===== config.mk =====
export PLATFORM = sky130hd
export DESIGN_NAME = mlp_layer_sequencer_flat
export DESIGN_NICKNAME = d
export VERILOG_FILES = /design/src/rtl/mlp_layer_sequencer_if.sv /design/src/rtl/mlp_layer_sequencer.sv /design/src/flat_wrapper.sv
export SDC_FILE = /design/constraint.sdc
export NUM_CORES = 1
export LEC_CHECK = 0
export CAP_MARGIN = 20
export CELL_PAD_IN_SITES_DETAIL_PLACEMENT = 0
export CELL_PAD_IN_SITES_GLOBAL_PLACEMENT = 1
export CORE_MARGIN = 4
export CORE_UTILIZATION = 44
export CTS_CLUSTER_DIAMETER = 200
export CTS_CLUSTER_SIZE = 12
export DETAILED_ROUTE_END_ITERATION = 12
export PLACE_DENSITY_LB_ADDON = 0.1
export SYNTH_ARGS = -nofsm -noshare
export SYNTH_HDL_FRONTEND = slang
export SYNTH_SLANG_ARGS = --single-unit

===== constraint.sdc =====
create_clock -name pi_clk -period 10.8 [get_ports pi_clk]
set_clock_uncertainty 0.2 [all_clocks]
set_input_delay 2.16 -clock pi_clk [delete_from_list [all_inputs] [get_ports pi_clk]]
set_output_delay 2.16 -clock pi_clk [all_outputs]
set_load 0.05 [all_outputs]

===== src/rtl/mlp_layer_sequencer_if.sv =====
// Control and BRAM-port bundle between a host and the MLP layer sequencer.
// The host owns the start/configuration signals; the sequencer owns everything else.
interface mlp_layer_sequencer_if #(
  parameter int BRAM_WADDR = 11
);
  logic                  pi_start;
  logic [BRAM_WADDR-1:0] pi_num_inputs;
  logic [BRAM_WADDR-1:0] pi_num_neurons;
  logic [BRAM_WADDR-1:0] pi_base_inp;
  logic [BRAM_WADDR-1:0] pi_base_wei;
  logic [BRAM_WADDR-1:0] pi_base_bia;
  logic [BRAM_WADDR-1:0] pi_base_reg;

  logic                  po_busy;
  logic                  po_done;
  logic                  po_valid;
  logic                  po_clc_accumulator;
  logic                  po_accumulation_done;
  logic                  po_ena_inp;
  logic                  po_enb_inp;
  logic                  po_ena_wei;
  logic                  po_enb_wei;
  logic                  po_ena_bia;
  logic                  po_enb_bia;
  logic [BRAM_WADDR-1:0] po_addra_inp;
  logic [BRAM_WADDR-1:0] po_addrb_inp;
  logic [BRAM_WADDR-1:0] po_addra_wei;
  logic [BRAM_WADDR-1:0] po_addrb_wei;
  logic [BRAM_WADDR-1:0] po_addra_bia;
  logic [BRAM_WADDR-1:0] po_addrb_bia;
  logic                  po_ena_reg;
  logic                  po_enb_reg;
  logic                  po_wea_reg;
  logic                  po_web_reg;
  logic [BRAM_WADDR-1:0] po_addra_reg;
  logic [BRAM_WADDR-1:0] po_addrb_reg;

  modport master (
    output pi_start, pi_num_inputs, pi_num_neurons,
           pi_base_inp, pi_base_wei, pi_base_bia, pi_base_reg,
    input  po_busy, po_done, po_valid, po_clc_accumulator, po_accumulation_done,
           po_ena_inp, po_enb_inp, po_ena_wei, po_enb_wei, po_ena_bia, po_enb_bia,
           po_addra_inp, po_addrb_inp, po_addra_wei, po_addrb_wei,
           po_addra_bia, po_addrb_bia,
           po_ena_reg, po_enb_reg, po_wea_reg, po_web_reg, po_addra_reg, po_addrb_reg
  );

  modport slave (
    input  pi_start, pi_num_inputs, pi_num_neurons,
           pi_base_inp, pi_base_wei, pi_base_bia, pi_base_reg,
    output po_busy, po_done, po_valid, po_clc_accumulator, po_accumulation_done,
           po_ena_inp, po_enb_inp, po_ena_wei, po_enb_wei, po_ena_bia, po_enb_bia,
           po_addra_inp, po_addrb_inp, po_addra_wei, po_addrb_wei,
           po_addra_bia, po_addrb_bia,
           po_ena_reg, po_enb_reg, po_wea_reg, po_web_reg, po_addra_reg, po_addrb_reg
  );
endinterface


===== src/rtl/mlp_layer_sequencer.sv =====
// Sequences one dense MLP layer two neurons at a time (port A even, port B odd),
// generating BRAM reads for inputs/weights/biases and output-register writes.
module mlp_layer_sequencer #(
  parameter int BRAM_WADDR = 11,
  parameter int NEURON_LAT = 3
) (
  input logic                  pi_clk,
  input logic                  pi_rst,
  mlp_layer_sequencer_if.slave bus
);
  localparam int W = BRAM_WADDR;
  localparam logic [W-1:0] ONE       = W'(1);
  localparam logic [W:0]   ONE_X     = (W+1)'(1);
  localparam logic [W:0]   TWO_X     = (W+1)'(2);
  localparam logic [W-1:0] WAIT_LAST = W'((NEURON_LAT > 1) ? NEURON_LAT - 2 : 0);

  typedef enum logic [2:0] {IDLE, CLEAR, ACCUM, FLUSH, FIRE, WAIT, WRITE, FINISH} state_t;

  typedef struct packed {
    logic         busy;
    logic         done;
    logic         valid;
    logic         clc;
    logic         acc_done;
    logic         ena_inp;
    logic         enb_inp;
    logic         ena_wei;
    logic         enb_wei;
    logic         ena_bia;
    logic         enb_bia;
    logic         ena_reg;
    logic         enb_reg;
    logic         wea_reg;
    logic         web_reg;
    logic [W-1:0] addra_inp;
    logic [W-1:0] addrb_inp;
    logic [W-1:0] addra_wei;
    logic [W-1:0] addrb_wei;
    logic [W-1:0] addra_bia;
    logic [W-1:0] addrb_bia;
    logic [W-1:0] addra_reg;
    logic [W-1:0] addrb_reg;
  } out_t;

  state_t       state, state_d;
  logic [W-1:0] cnt, cnt_d;
  logic [W-1:0] pair, pair_d;
  logic [W-1:0] row, row_d;
  logic [W-1:0] num_inp, num_neu, base_inp, base_wei, base_bia, base_reg;
  logic [W-1:0] n_c, m_c, bi_c, bb_c, br_c;
  out_t         out_q, out_d;

  // In IDLE the configuration is taken straight from the bus so the first
  // registered cycle after start already carries correct addresses.
  always_comb begin
    state_d = state;
    cnt_d   = cnt;
    pair_d  = pair;
    row_d   = row;
    out_d   = '0;
    if (state == IDLE) begin
      n_c  = bus.pi_num_inputs;
      m_c  = bus.pi_num_neurons;
      bi_c = bus.pi_base_inp;
      bb_c = bus.pi_base_bia;
      br_c = bus.pi_base_reg;
    end else begin
      n_c  = num_inp;
      m_c  = num_neu;
      bi_c = base_inp;
      bb_c = base_bia;
      br_c = base_reg;
    end

    case (state)
      IDLE: begin
        if (bus.pi_start) begin
          cnt_d   = '0;
          pair_d  = '0;
          row_d   = bus.pi_base_wei;
          state_d = (bus.pi_num_inputs == '0 || bus.pi_num_neurons == '0) ? FINISH : CLEAR;
        end
      end
      CLEAR: begin
        cnt_d   = '0;
        state_d = ACCUM;
      end
      ACCUM: begin
        if (cnt == n_c - ONE) begin
          cnt_d   = '0;
          state_d = FLUSH;
        end else begin
          cnt_d = cnt + ONE;
        end
      end
      FLUSH: state_d = FIRE;
      FIRE: begin
        cnt_d   = '0;
        state_d = (NEURON_LAT > 1) ? WAIT : WRITE;
      end
      WAIT: begin
        if (cnt == WAIT_LAST) state_d = WRITE;
        else                  cnt_d   = cnt + ONE;
      end
      WRITE: begin
        if (({1'b0, pair} + TWO_X) >= {1'b0, m_c}) begin
          state_d = FINISH;
        end else begin
          pair_d  = pair + W'(2);
          row_d   = row + {n_c[W-2:0], 1'b0};
          state_d = CLEAR;
        end
      end
      FINISH: state_d = IDLE;
      default: state_d = IDLE;
    endcase

    // Outputs are decoded from the state being entered, then registered.
    out_d.valid = out_q.ena_inp;
    out_d.busy  = (state_d != IDLE) && (state_d != FINISH);
    case (state_d)
      CLEAR: begin
        out_d.clc       = 1'b1;
        out_d.ena_bia   = 1'b1;
        out_d.enb_bia   = 1'b1;
        out_d.addra_bia = bb_c + pair_d;
        out_d.addrb_bia = bb_c + pair_d + ONE;
      end
      ACCUM: begin
        out_d.ena_inp   = 1'b1;
        out_d.enb_inp   = 1'b1;
        out_d.ena_wei   = 1'b1;
        out_d.enb_wei   = 1'b1;
        out_d.addra_inp = bi_c + cnt_d;
        out_d.addrb_inp = bi_c + cnt_d;
        out_d.addra_wei = row_d + cnt_d;
        out_d.addrb_wei = row_d + n_c + cnt_d;
        out_d.addra_bia = bb_c + pair_d;
        out_d.addrb_bia = bb_c + pair_d + ONE;
      end
      FIRE: out_d.acc_done = 1'b1;
      WRITE: begin
        out_d.ena_reg   = 1'b1;
        out_d.wea_reg   = 1'b1;
        out_d.enb_reg   = (({1'b0, pair_d} + ONE_X) < {1'b0, m_c});
        out_d.web_reg   = (({1'b0, pair_d} + ONE_X) < {1'b0, m_c});
        out_d.addra_reg = br_c + pair_d;
        out_d.addrb_reg = br_c + pair_d + ONE;
      end
      FINISH: out_d.done = 1'b1;
      default: ;
    endcase
  end

  always_ff @(posedge pi_clk) begin
    if (!pi_rst) begin
      state    <= IDLE;
      cnt      <= '0;
      pair     <= '0;
      row      <= '0;
      num_inp  <= '0;
      num_neu  <= '0;
      base_inp <= '0;
      base_wei <= '0;
      base_bia <= '0;
      base_reg <= '0;
      out_q    <= '0;
    end else begin
      state <= state_d;
      cnt   <= cnt_d;
      pair  <= pair_d;
      row   <= row_d;
      out_q <= out_d;
      if (state == IDLE && bus.pi_start) begin
        num_inp  <= bus.pi_num_inputs;
        num_neu  <= bus.pi_num_neurons;
        base_inp <= bus.pi_base_inp;
        base_wei <= bus.pi_base_wei;
        base_bia <= bus.pi_base_bia;
        base_reg <= bus.pi_base_reg;
      end
    end
  end

  assign bus.po_busy              = out_q.busy;
  assign bus.po_done              = out_q.done;
  assign bus.po_valid             = out_q.valid;
  assign bus.po_clc_accumulator   = out_q.clc;
  assign bus.po_accumulation_done = out_q.acc_done;
  assign bus.po_ena_inp           = out_q.ena_inp;
  assign bus.po_enb_inp           = out_q.enb_inp;
  assign bus.po_ena_wei           = out_q.ena_wei;
  assign bus.po_enb_wei           = out_q.enb_wei;
  assign bus.po_ena_bia           = out_q.ena_bia;
  assign bus.po_enb_bia           = out_q.enb_bia;
  assign bus.po_addra_inp         = out_q.addra_inp;
  assign bus.po_addrb_inp         = out_q.addrb_inp;
  assign bus.po_addra_wei         = out_q.addra_wei;
  assign bus.po_addrb_wei         = out_q.addrb_wei;
  assign bus.po_addra_bia         = out_q.addra_bia;
  assign bus.po_addrb_bia         = out_q.addrb_bia;
  assign bus.po_ena_reg           = out_q.ena_reg;
  assign bus.po_enb_reg           = out_q.enb_reg;
  assign bus.po_wea_reg           = out_q.wea_reg;
  assign bus.po_web_reg           = out_q.web_reg;
  assign bus.po_addra_reg         = out_q.addra_reg;
  assign bus.po_addrb_reg         = out_q.addrb_reg;
endmodule


===== src/flat_wrapper.sv =====
// flat-port wrapper written by rule: the top's interface ports become plain ports
module mlp_layer_sequencer_flat 
#(
  parameter int BRAM_WADDR = 11,
  parameter int NEURON_LAT = 3
)
  (pi_clk, pi_rst, bus_pi_start, bus_pi_num_inputs, bus_pi_num_neurons, bus_pi_base_inp, bus_pi_base_wei, bus_pi_base_bia, bus_pi_base_reg, bus_po_busy, bus_po_done, bus_po_valid, bus_po_clc_accumulator, bus_po_accumulation_done, bus_po_ena_inp, bus_po_enb_inp, bus_po_ena_wei, bus_po_enb_wei, bus_po_ena_bia, bus_po_enb_bia, bus_po_addra_inp, bus_po_addrb_inp, bus_po_addra_wei, bus_po_addrb_wei, bus_po_addra_bia, bus_po_addrb_bia, bus_po_ena_reg, bus_po_enb_reg, bus_po_wea_reg, bus_po_web_reg, bus_po_addra_reg, bus_po_addrb_reg);
  mlp_layer_sequencer_if #(.BRAM_WADDR(BRAM_WADDR)) bus_i ();
  input logic pi_clk;
  input logic pi_rst;
  input wire logic [$bits(bus_i.pi_start)-1:0] bus_pi_start;
  input wire logic [$bits(bus_i.pi_num_inputs)-1:0] bus_pi_num_inputs;
  input wire logic [$bits(bus_i.pi_num_neurons)-1:0] bus_pi_num_neurons;
  input wire logic [$bits(bus_i.pi_base_inp)-1:0] bus_pi_base_inp;
  input wire logic [$bits(bus_i.pi_base_wei)-1:0] bus_pi_base_wei;
  input wire logic [$bits(bus_i.pi_base_bia)-1:0] bus_pi_base_bia;
  input wire logic [$bits(bus_i.pi_base_reg)-1:0] bus_pi_base_reg;
  output wire logic [$bits(bus_i.po_busy)-1:0] bus_po_busy;
  output wire logic [$bits(bus_i.po_done)-1:0] bus_po_done;
  output wire logic [$bits(bus_i.po_valid)-1:0] bus_po_valid;
  output wire logic [$bits(bus_i.po_clc_accumulator)-1:0] bus_po_clc_accumulator;
  output wire logic [$bits(bus_i.po_accumulation_done)-1:0] bus_po_accumulation_done;
  output wire logic [$bits(bus_i.po_ena_inp)-1:0] bus_po_ena_inp;
  output wire logic [$bits(bus_i.po_enb_inp)-1:0] bus_po_enb_inp;
  output wire logic [$bits(bus_i.po_ena_wei)-1:0] bus_po_ena_wei;
  output wire logic [$bits(bus_i.po_enb_wei)-1:0] bus_po_enb_wei;
  output wire logic [$bits(bus_i.po_ena_bia)-1:0] bus_po_ena_bia;
  output wire logic [$bits(bus_i.po_enb_bia)-1:0] bus_po_enb_bia;
  output wire logic [$bits(bus_i.po_addra_inp)-1:0] bus_po_addra_inp;
  output wire logic [$bits(bus_i.po_addrb_inp)-1:0] bus_po_addrb_inp;
  output wire logic [$bits(bus_i.po_addra_wei)-1:0] bus_po_addra_wei;
  output wire logic [$bits(bus_i.po_addrb_wei)-1:0] bus_po_addrb_wei;
  output wire logic [$bits(bus_i.po_addra_bia)-1:0] bus_po_addra_bia;
  output wire logic [$bits(bus_i.po_addrb_bia)-1:0] bus_po_addrb_bia;
  output wire logic [$bits(bus_i.po_ena_reg)-1:0] bus_po_ena_reg;
  output wire logic [$bits(bus_i.po_enb_reg)-1:0] bus_po_enb_reg;
  output wire logic [$bits(bus_i.po_wea_reg)-1:0] bus_po_wea_reg;
  output wire logic [$bits(bus_i.po_web_reg)-1:0] bus_po_web_reg;
  output wire logic [$bits(bus_i.po_addra_reg)-1:0] bus_po_addra_reg;
  output wire logic [$bits(bus_i.po_addrb_reg)-1:0] bus_po_addrb_reg;
  assign bus_i.pi_start = bus_pi_start;
  assign bus_i.pi_num_inputs = bus_pi_num_inputs;
  assign bus_i.pi_num_neurons = bus_pi_num_neurons;
  assign bus_i.pi_base_inp = bus_pi_base_inp;
  assign bus_i.pi_base_wei = bus_pi_base_wei;
  assign bus_i.pi_base_bia = bus_pi_base_bia;
  assign bus_i.pi_base_reg = bus_pi_base_reg;
  assign bus_po_busy = bus_i.po_busy;
  assign bus_po_done = bus_i.po_done;
  assign bus_po_valid = bus_i.po_valid;
  assign bus_po_clc_accumulator = bus_i.po_clc_accumulator;
  assign bus_po_accumulation_done = bus_i.po_accumulation_done;
  assign bus_po_ena_inp = bus_i.po_ena_inp;
  assign bus_po_enb_inp = bus_i.po_enb_inp;
  assign bus_po_ena_wei = bus_i.po_ena_wei;
  assign bus_po_enb_wei = bus_i.po_enb_wei;
  assign bus_po_ena_bia = bus_i.po_ena_bia;
  assign bus_po_enb_bia = bus_i.po_enb_bia;
  assign bus_po_addra_inp = bus_i.po_addra_inp;
  assign bus_po_addrb_inp = bus_i.po_addrb_inp;
  assign bus_po_addra_wei = bus_i.po_addra_wei;
  assign bus_po_addrb_wei = bus_i.po_addrb_wei;
  assign bus_po_addra_bia = bus_i.po_addra_bia;
  assign bus_po_addrb_bia = bus_i.po_addrb_bia;
  assign bus_po_ena_reg = bus_i.po_ena_reg;
  assign bus_po_enb_reg = bus_i.po_enb_reg;
  assign bus_po_wea_reg = bus_i.po_wea_reg;
  assign bus_po_web_reg = bus_i.po_web_reg;
  assign bus_po_addra_reg = bus_i.po_addra_reg;
  assign bus_po_addrb_reg = bus_i.po_addrb_reg;
  mlp_layer_sequencer #(.BRAM_WADDR(BRAM_WADDR), .NEURON_LAT(NEURON_LAT)) u_core (.pi_clk(pi_clk), .pi_rst(pi_rst), .bus(bus_i));
endmodule

Word-level counts from Yosys, hierarchy flattened
Cells that the tools add are included.
- $add $sub $neg: 14
- multipliers: 0
- divide/modulo/power cells: 0
- order comparisons: 2
- equality and inequality tests: 15
- shifts and indexed selects: 0
- mux-type cells: 27
- bitwise logic cells: 0
- reductions and logical operators: 12
- operators by type and width (operator ; number):
    $mux W11 ; 12
    $add A11 B11 Y11 ; 7
    $pmux W11 S2 ; 2
    $pmux W11 S4 ; 1
    $add A11 B1 Y11 const B ; 3
    $pmux W3 S8 ; 1
    $logic_not A11 Y1 ; 2
    $eq A3 B3 Y1 const B ; 7
    $mux W3 ; 5
    $add A11 B1 Y12 const B ; 1
    $add A11 B2 Y12 const B ; 1
    $ge A12 B11 Y1 ; 1
    $lt A12 B11 Y1 ; 1
    $add A11 B2 Y11 const B ; 1
    $eq A11 B1 Y1 const B ; 1
    $eq A11 B11 Y1 ; 1
    $sub A11 B1 Y11 const B ; 1
    $eq A3 B2 Y1 const B ; 3
    $mux W4 ; 2
    $eq A3 B1 Y1 const B ; 2
    $reduce_and A2 Y1 ; 3
    $reduce_or A2 Y1 ; 2
    $logic_not A3 Y1 ; 1
    $mux W1 ; 3
    other kinds (5) ; 6
- flip-flop bits (word level): 182
- bits in latches: 0
- memory bits (writable): 0
- memory bits (read-only): 0
- bits of input ports: 69
- output and inout bits: 103
- word-level logic and storage cells: 100
- memories: 0

Longest topological paths before layout
- depth after elaboration: 9
- gate-level depth with buffers: 32
- gate-level depth less buffers: 28

Worst setup path after synthesis
OpenSTA, ideal clock, no wires.
- kind: input port to flip-flop
- start: in bus_pi_num_inputs[0]
- end: reg u_core.out_q, in the netlist u_core.bus.po_addrb_wei[10]
- setup time: 0.117 ns
- arrival: 7.257 ns
- data required time: 10.483 ns
- setup slack: 3.226 ns
- stages on the path: 27
- path buffers: 2
- cells stage by stage: mux2i_1 ha_1 inv_1 or4_4 xnor2_1 o211ai_1 a2111oi_2 or4b_1 buf_4 nand2_2 buf_6 a21oi_1 a31o_2 fa_1 inv_1 ha_1 a21o_1 a21oi_1 o21bai_1 a21oi_1 o21bai_1 a21oi_1 o21bai_1 a21oi_1 xnor2_1 xnor2_1 nor2_1
- longest elaborated chain between the ends: 7
- elaborated cells between the ends (all ways): 18
- classes of those cells: add/sub (4); eq/ne (2); mux (9); reduce/logical (3)
- RTL lines (element ; RTL line ; source):
    start: declaration ; flat_wrapper.sv:12 ; input wire logic [$bits(bus_i.pi_num_inputs)-1:0] bus_pi_num_inputs;
    parallel branches: the longest is 7 deep, another holds $add A11 B11 Y11 ; - ;
    end signal: assignment ; mlp_layer_sequencer.sv:173 ; out_q <= out_d;
    end: declaration ; mlp_layer_sequencer.sv:51 ; out_t out_q, out_d;
Several ways; the timed one is not identified.
A chain may end at the register's enable or synchronous reset.

Worst setup path in the final report
Same ends and word-level chain as after synthesis.

==> out/metrics.cfg <==
[clocking]
worst_skew_pair.late_latency_ns = 0.43
post-cts-setup-buffer-count = 0
ctsResizeCount = 0
cts_tree = built
clk_path_buf_depth = 2
hold_buffers = 0
ctsHtreeMaxLevel = 4
clock_sinks = 176
cts-buffers-inserted = 17
clkTransAtPathRegs_ns = 0.07
root_buffer = clkbuf_16

[timing]
fin_crit_ns = 8.236
slew_viol_final = 0
setup_viol = 0
worst_slew_pin_slew_ns = 1.021
fmax_mhz = 121.4
rsz0062_at_grt = no
relSlewSlack_pct = 31.73
post-route-period-util_pct = 76.25
hold_viol = 0
tns_ns = 0

[yosys]
netlist_area_sq_um = 10820
synth_mux_area_share_pct = 3.077
synth_top_family_by_area = simple AND/OR/NAND/NOR gates
synthAdderAreaFrac_pct = 12.68
ys_top_cells_by_area = dfxtp_1, ha_1, nand2_1
yosysTopAreaCellShare_pct = 32.57
synth_edf_count = 0
yosys.area.top_type = dfxtp_1
synth_flop_cell = dfxtp_1
ys_ff_latch = 176
synth_cell_types = 79
syn_inst = 1354
synth_area_per_cell_sq_um = 7.990
async_flop_share_pct = 0
yosysWarnings = 0
synth-seq-area-share_pct = 32.57
synth-xor-area-share_pct = 7.703
synth_nets = 1523
yosys.area_share.simple_pct = 22.11
synth_compound_area_share_pct = 15.61

[placed_design]
placed_area_sq_um = 12660
place_inst = 1790
gp_congestion = 0.8797
hpwl_um = 22210
portBuffers = 171

[finish]
area_growth_pct = 23.05
fin_nets = 1654
drive_above_1_share_pct = 4.743
final_common_cell = nand2_1
n_antenna_cell = 0
fin_cells = 1821
final_cell_mix = nand2_1, dfxtp_1, clkdlybuf4s50_1, a21oi_1, nor2_1
finish.instance_area_sq_um = 13310

[critical_path]
worst-setup-path-type = in2reg
critPathMaxFanout = 11
arrival_ns = 8.34
start_kind = input pin
path_common_cell = a21oi_1
cp-end-kind = register
ff2ff_setup_slack_ns = 3.21
cpPeakStageDelay_ns = 0.66
critPathTopFamily = compound AO/OA/AOI/OAI gates
path_buf_inv = 3
cpMaxStageDelayCell = or4b_1
required_ns = 10.91

[power]
p_leak_nw = 5.780
finalPower_mw = 1.950
irDropWorstVdd_mv = 0.09543
cellPowerDensity_nw_per_um2 = 146.5

[die]
num_io_pins = 172
start_util_pct = 44.61
die-area_sq_um = 27160
die_h_um = 164.8
die_w_um = 164.8
num_rows = 57
core_area_sq_um = 24250

[global_routing]
grt.overflow.total = 0
grt_max_degree = 74
grt_pass1_wl_um = 47620
grt_pass1_vias = 9178
antenna_found_initial = 1
groute.usage.overall_pct = 22.10

[detailed_routing]
vias_per_cell = 5.198
drc = 0
avgRoutedWirePerCell_um = 16.19
ant_nets = 0
firstDrtPassIters = 4
drt_iter0_drc = 516
num_vias = 9466
wl_um = 29470

[min_path]
holdCritPathClass = reg2reg

[outcome]
status = finished clean

[job]
maxCapViolations = 0

-- synthesized netlist by cell type, types with 23 or more instances --
cell type,number
and2_1,30
xnor2_1,69
mux2i_1,25
clkbuf_1,32
o21ai_0,32
dfxtp_1,176
nand2_1,269
ha_1,84
nor3_1,29
nand3_1,23
a21oi_1,123
nor2_1,106
inv_1,75
-- stage by stage --
step                      worst slack [ns]  hold WS, ns  util (%)
final                                2.564       0.2528     54.90
after global placement               2.248       0.2405     52.20
after CTS                            2.572       0.2549     54.90
after detailed placement             2.114       0.2458     52.20
after floorplan                      3.226       0.2338         -
after global routing                 2.083       0.2693     54.90
-- worst register-to-register path, stage by stage (launching register included) --
cell	delay, ns
dfxtp_1	0.50
nor3_4	0.25
buf_4	0.68
mux2i_1	0.58
ha_1	0.36
inv_1	0.08
or4_4	0.55
xnor2_1	0.14
o211ai_1	0.20
a2111oi_2	0.12
or4b_1	0.66
nand2_2	0.26
nand2b_1	0.08
a31o_2	0.28
fa_1	0.53
inv_1	0.07
ha_1	0.30
a21o_1	0.15
a21oi_1	0.24
o21bai_1	0.10
a21oi_1	0.22
o21bai_1	0.09
a21oi_1	0.22
o21bai_1	0.09
a21oi_1	0.17
xnor2_1	0.16
xnor2_1	0.15
nor2_1	0.05
-- area by class of cell --
type	instances	area [sq um]
Multi-Input combinational cell	1027	6626
Fill cell	2328	10940
Sequential cell	176	3523
Timing Repair Buffer	183	1802
Inverter	80	300.3
Clock inverter	13	225.2
Clock buffer	18	429.2
Tap cell	324	405.4
-- per-layer routing --
metal	wire length, um	global-route usage, %	up-vias
met5	20	0	-
met4	830	7.902	2
met3	1277	3.095	48
met2	13510	36.53	220
met1	13840	29.54	4377
li1	-	-	4819
-- where the power goes --
part	switching [mW]	total, mW	internal, mW
combinational	0.338	0.549	0.211
clock	0.277	0.694	0.417
sequential	0.0205	0.707	0.686
-- kinds of logic (layout without fill, tap and decap cells) --
| kind of cell | Yosys count | count (layout) |
|---|---|---|
| simple gates | 536 | 536 |
| compound gates | 269 | 269 |
| flops | 176 | 176 |
| buf+inv | 151 | 294 |
| fa+ha+maj | 100 | 100 |
| xor+xnor | 91 | 91 |
| mux | 31 | 31 |
-- worst paths after layout --
path                   startpoint                          end  depth (start not counted)
max          bus_pi_num_inputs[0]  u_core.bus.po_addrb_wei[10]                         26
min             u_core.num_neu[5]            u_core.num_neu[5]                          2
max reg2reg       u_core.state[1]  u_core.bus.po_addrb_wei[10]                         27
min reg2reg     u_core.num_neu[5]            u_core.num_neu[5]                          2
Power figures use the tool's default switching activity.
